--- config.mk ---
export PLATFORM = sky130hd
export DESIGN_NAME = pattern_tx
export DESIGN_NICKNAME = d
export VERILOG_FILES = /design/src/rtl/pattern_pkg.sv /design/src/rtl/pattern_shreg.sv /design/src/rtl/pattern_tx.sv
export SDC_FILE = /design/constraint.sdc
export NUM_CORES = 1
export LEC_CHECK = 0
export BUFFER_PORTS_ARGS = -buffer_cell sky130_fd_sc_hd__buf_4
export CORE_AREA = 2 2 39 41
export CTS_BUF_LIST = sky130_fd_sc_hd__clkbuf_8
export CTS_CLUSTER_DIAMETER = 80
export DETAILED_ROUTE_END_ITERATION = 10
export DIE_AREA = 0 0 41 43
export PLACE_DENSITY = 0.81
export SYNTH_ARGS = -nofsm -noshare
export SYNTH_HDL_FRONTEND = slang
export SYNTH_SLANG_ARGS = --single-unit
--- constraint.sdc ---
create_clock -name clk -period 1.7 [get_ports clk]
set_input_delay 0.17 -clock clk [delete_from_list [all_inputs] [get_ports clk]]
set_output_delay 0.17 -clock clk [all_outputs]
set_load 0.005 [all_outputs]
--- src/rtl/pattern_pkg.sv ---
// Shared definitions for the pattern transmitter and its companion sequence
// detector bench.
//
// Contents:
//   IDLE/SHIFT/PARITY/DONE - fixed 2-bit state encodings
//   state_e                - typed state enum built on those encodings
package pattern_pkg;

  localparam logic [1:0] IDLE   = 2'd0;
  localparam logic [1:0] SHIFT  = 2'd1;
  localparam logic [1:0] PARITY = 2'd2;
  localparam logic [1:0] DONE   = 2'd3;

  typedef enum logic [1:0] {
    StIdle   = IDLE,
    StShift  = SHIFT,
    StParity = PARITY,
    StDone   = DONE
  } state_e;

endpackage

--- src/rtl/pattern_shreg.sv ---
// WIDTH-bit loadable left-shift register exposing its MSB.
//
// Ports:
//   clk     - clock, rising edge
//   clr     - synchronous active-high clear
//   load    - capture data_in (has priority over shift)
//   shift   - shift left by one, zero fill
//   data_in - parallel word
//   msb     - current most significant bit
module pattern_shreg #(
  parameter int unsigned WIDTH = 8
) (
  input  logic             clk,
  input  logic             clr,
  input  logic             load,
  input  logic             shift,
  input  logic [WIDTH-1:0] data_in,
  output logic             msb
);

  logic [WIDTH-1:0] sr_q, sr_d;

  always_comb begin
    sr_d = sr_q;
    if (load) begin
      sr_d = data_in;
    end else if (shift) begin
      sr_d = sr_q << 1;
    end
  end

  always_ff @(posedge clk) begin
    if (clr) begin
      sr_q <= '0;
    end else begin
      sr_q <= sr_d;
    end
  end

  assign msb = sr_q[WIDTH-1];

endmodule

--- src/rtl/pattern_tx.sv ---
// Serial pattern transmitter: accepts a parallel word and sends it MSB first,
// one bit per clock, followed (optionally) by an even-parity bit and a
// one-cycle done pulse. All outputs are decoded from registered state.
//
// Build option: define PATTERN_TX_PARITY_EN to append the parity bit.
//
// Ports:
//   clk     - clock, rising edge
//   clr     - synchronous active-high reset, overrides load
//   data_in - word to send, sampled only on acceptance
//   load    - start request, accepted when ready=1
//   ready   - high in idle only
//   w       - serial bit stream (IDLE_LEVEL when no frame bit)
//   w_valid - w carries a frame bit
//   done    - one-cycle pulse after the last frame bit
module pattern_tx
  import pattern_pkg::*;
#(
  parameter int unsigned WIDTH      = 8,
  parameter logic        IDLE_LEVEL = 1'b0
) (
  input  logic             clk,
  input  logic             clr,
  input  logic [WIDTH-1:0] data_in,
  input  logic             load,
  output logic             ready,
  output logic             w,
  output logic             w_valid,
  output logic             done
);

  localparam int unsigned CntW = $clog2(WIDTH + 1);
  localparam logic [CntW-1:0] CntLast = CntW'(WIDTH - 1);

  state_e          state_q, state_d;
  logic [CntW-1:0] cnt_q, cnt_d;
  logic            accept;
  logic            shift_en;
  logic            msb;

`ifdef PATTERN_TX_PARITY_EN
  logic par_q, par_d;
`endif

  pattern_shreg #(
    .WIDTH(WIDTH)
  ) u_shreg (
    .clk    (clk),
    .clr    (clr),
    .load   (accept),
    .shift  (shift_en),
    .data_in(data_in),
    .msb    (msb)
  );

  always_comb begin
    state_d  = state_q;
    cnt_d    = cnt_q;
    accept   = 1'b0;
    shift_en = 1'b0;
    ready    = 1'b0;
    w        = IDLE_LEVEL;
    w_valid  = 1'b0;
    done     = 1'b0;
    case (state_q)
      StIdle: begin
        ready = 1'b1;
        if (load) begin
          accept  = 1'b1;
          cnt_d   = '0;
          state_d = StShift;
        end
      end
      StShift: begin
        w        = msb;
        w_valid  = 1'b1;
        shift_en = 1'b1;
        cnt_d    = cnt_q + 1'b1;
        if (cnt_q == CntLast) begin
`ifdef PATTERN_TX_PARITY_EN
          state_d = StParity;
`else
          state_d = StDone;
`endif
        end
      end
`ifdef PATTERN_TX_PARITY_EN
      StParity: begin
        w       = par_q;
        w_valid = 1'b1;
        state_d = StDone;
      end
`endif
      StDone: begin
        done    = 1'b1;
        state_d = StIdle;
      end
      default: state_d = StIdle;
    endcase
  end

`ifdef PATTERN_TX_PARITY_EN
  // Fold in each bit as it leaves the shift register.
  always_comb begin
    par_d = par_q;
    if (accept) begin
      par_d = 1'b0;
    end else if (shift_en) begin
      par_d = par_q ^ msb;
    end
  end

  always_ff @(posedge clk) begin
    if (clr) begin
      par_q <= 1'b0;
    end else begin
      par_q <= par_d;
    end
  end
`endif

  always_ff @(posedge clk) begin
    if (clr) begin
      state_q <= StIdle;
      cnt_q   <= '0;
    end else begin
      state_q <= state_d;
      cnt_q   <= cnt_d;
    end
  end

endmodule

==> metrics.md <==
| Metric | Value |
|---|---|
| Status | `finished clean` |
| H-tree depth | `1` |
| Startpoint Class | `flip-flop` |
| CP endpoint kind | `output pin` |
| Worst EP arrival | `1.32 ns` |
| Worst path bufs/invs | `1` |
| Die Width | `41 microns` |
| Total Wirelength | `1.40 mm` |
| Clock skew | `0.00241 ns` |
| Mapped Area | `696 sq um` |
| Fin nets | `~110` |
| Post_cts resized | `0` |
| Dpl hpwl | `951 microns` |
| Slew HR | `70.2%` |
| Initial antenna violation count | `0` |
| WL per Instance | `12.6 microns` |
| Filler cell count | `121` |
| Largest net degree at the start of global routing | `15` |
| Syn_area_per_cell | `8.48 sq um` |
| Clock buffer depth | `2` |
| Netlist cell types | `24` |
| Root Buffer | `clkbuf_8` |
| Post-route minimum period | `1.49 ns` |
| Critical R2R Launch | `state_q[0]` |
| Drt initial violations | `14` |
| Row count | `14` |
| Slew @ Worst Pin | `between 0.4 and 0.5 ns` |
| Initial core utilization | `50.3%` |
| Via-per-instance ratio | `5.42` |
| Total global routing overflow | `0` |
| GRT Util Overall | `18.1%` |
| Seq cells post-synth | `14` |
| Final core occ | `61.1%` |
| Number of I/O port buffers | `14` |
| Die Height | `roughly 43 microns` |
| Core area | `1380 sq um` |
| Hold WC Path Type | `in2reg` |
| # clock sinks | `14` |
| Setup violators final | `0` |
| Post-CTS Setup Repair Bufs | `0` |
| R2R Path End | `u_shreg.sr_q[5]` |
| Leak | `0.000356 uW` |
| First-pass DRT Iterations | `6` |
| Layout area overhead | `21.6%` |
| Die area | `roughly 1800 sq um` |
| Register-to-register setup slack | `0.41 ns` |
| Cells after Synth | `82` |
| PwrDens | `942 nW/um^2` |
| Post-route insts no fill | `111` |
| Critical Path Sink | `w` |
| Setup TNS | `0 ns` |
| Slowest Stage Delay on Critical Path | `0.45 ns` |
| Post-CTS Hold Buffers | `0` |
| Clk Latency, worst-skew pair | `0.25 ns` |
| Placed insts | `107` |
| CP max FO | `9` |
| First-pass GRT wire length | `2.19 mm` |
| Crit Path Category | `reg2out` |
| Seq/Total Area, Yosys | `roughly two fifths` |
| Residual DRC | `0` |
| Worst reg2reg path depth | `4` |
| Ys Warns | `0` |
| Worst hold slack | `0.164 ns` |
| RSZ-0062 raised after global routing | `false` |
| Worst setup startpoint | `state_q[0]` |
| Share of layout cells above drive strength 1 | `approximately 23%` |
| Clk slew on worst S/H paths | `0.06 ns` |
| Final Max Slew Viols | `0` |
| CTS tree | `done` |
| Vias | `approximately 600` |
| Crit path depth | `3` |
| Final hold violations | `0` |
| GP Congestion | `~0.72` |
| Max-cap violation count | `0` |
| Total power | `797 uW` |
| CTS Buf Count | `3` |
| # IOs | `15` |
| Crit-path leading delay family | `simple AND/OR/NAND/NOR gates` |
| CP Cell Sequence | `nor2b_2 > and2_1 > buf_4` |
| Worst ir drop on vdd | `562 uV` |
| Syn Nets | `94` |
| Vias in the first global route | `480` |
| Period utilization | `87.7%` |
| Antenna Cells | `0` |
| FMAX | `671 MHz` |
| Final ANT Viol Nets | `0` |
| Slowest-stage cell, CP | `dfxtp_1` |
| Critical path required time | `1.53 ns` |
-- stage by stage --
| stage | setup slack (ns) | area, sq um |
|---|---|---|
| 2_1_floorplan | 0.600 | 696 |
| 3_3_place_gp | 0.405 | 788 |
| 3_5_place_dp | 0.374 | 788 |
| 4_1_cts | 0.103 | 843 |
| 5_1_grt | 0.105 | 846 |
| 6_report | 0.210 | 846 |
-- kinds of logic (layout without fill, tap and decap cells) --
logic type | Yosys count | after routing | synth area share (%)
simple gates | 44 | 44 | 36.7
fa+ha+maj | 1 | 1 | 1.80
flops | 14 | 14 | 40.3
compound gates | 16 | 16 | 14.9
buf+inv | 7 | 20 | 6.29
-- how the worst min path moves through the flow --
stage	startpoint	end	slack (ns)	cells after the start
2_1_floorplan	clr	u_shreg.sr_q[1]	0.25	1
3_3_place_gp	data_in[0]	u_shreg.sr_q[0]	0.41	3
3_5_place_dp	data_in[0]	u_shreg.sr_q[0]	0.42	3
4_1_cts	data_in[0]	u_shreg.sr_q[0]	0.16	3
5_1_grt	data_in[0]	u_shreg.sr_q[0]	0.20	3
6_report	data_in[0]	u_shreg.sr_q[0]	0.16	3
-- synth_stat cells --
library cell	instances	area [sq um]
or3b_1	7	61.3
a22oi_1	2	15.0
nand2_1	1	3.75
and4_1	1	8.76
clkbuf_1	2	7.51
nor2_1	12	45.0
o21ai_0	1	5.00
inv_1	1	3.75
and2_1	2	12.5
a21oi_1	9	45.0
dfxtp_1	14	280
nor3_1	7	35.0
a211oi_2	1	12.5
and3_1	1	6.26
nor2b_1	3	18.8
nand2b_1	7	43.8
o21ba_2	1	10.0
a211o_1	1	8.76
nand3_1	1	5.00
o21bai_1	1	7.51
buf_2	2	10.0
ha_1	1	12.5
nor3b_1	2	15.0
buf_6	2	22.5
-- registers in the layout (all words and copies together), names as in the netlist --
register      flops
state_q           2
cnt_q             4
u_shreg.sr_q      8
-- worst register-to-register path, cell delays in order (launching register included) --
cell and delay (ns):
dfxtp_1 0.37, buf_4 0.20, or3b_1 0.38, a21oi_1 0.16, nor3_1 0.07
-- placed cells by master, fill, tap and decap left out, drive strengths merged --
master and n:
or3b 7, a211oi 1, nand3 1, a22oi 2, nand2b 7, o21ai 1
nor3b 2, nor3 7, a21oi 9, o21bai 1, clkbuf 4, and4 1
dfxtp 14, ha 1, nor2b 3, nand2 1, and2 2, o21ba 1
a211o 1, buf 15, inv 1, and3 1, nor2 12
-- cell type report --
class,count,area [sq um],share of cell area (%)
clock buffer,4,55.1,6.51
inverter,1,3.75,0.444
multi-input combinational,61,374,44.2
sequential,14,280,33.1
tap,16,20.0,2.37
timing repair buffer,15,113,13.3
-- routing by layer --
layer	GRT usage [%]	vias up	wire [microns]
met2	25.0	18	670
met1	25.7	278	623
li1	-	306	-
met3	7.85	0	101
met4	4.00	0	0
met5	0	-	0
-- report_power, final --
part           switching (uW)  total (uW)  internal, uW
registers                14.2         364           349
logic                    47.9         105          57.3
clock network             123         328           205
total                     185         797           612
No activity file was read; power rests on OpenSTA's default activity.
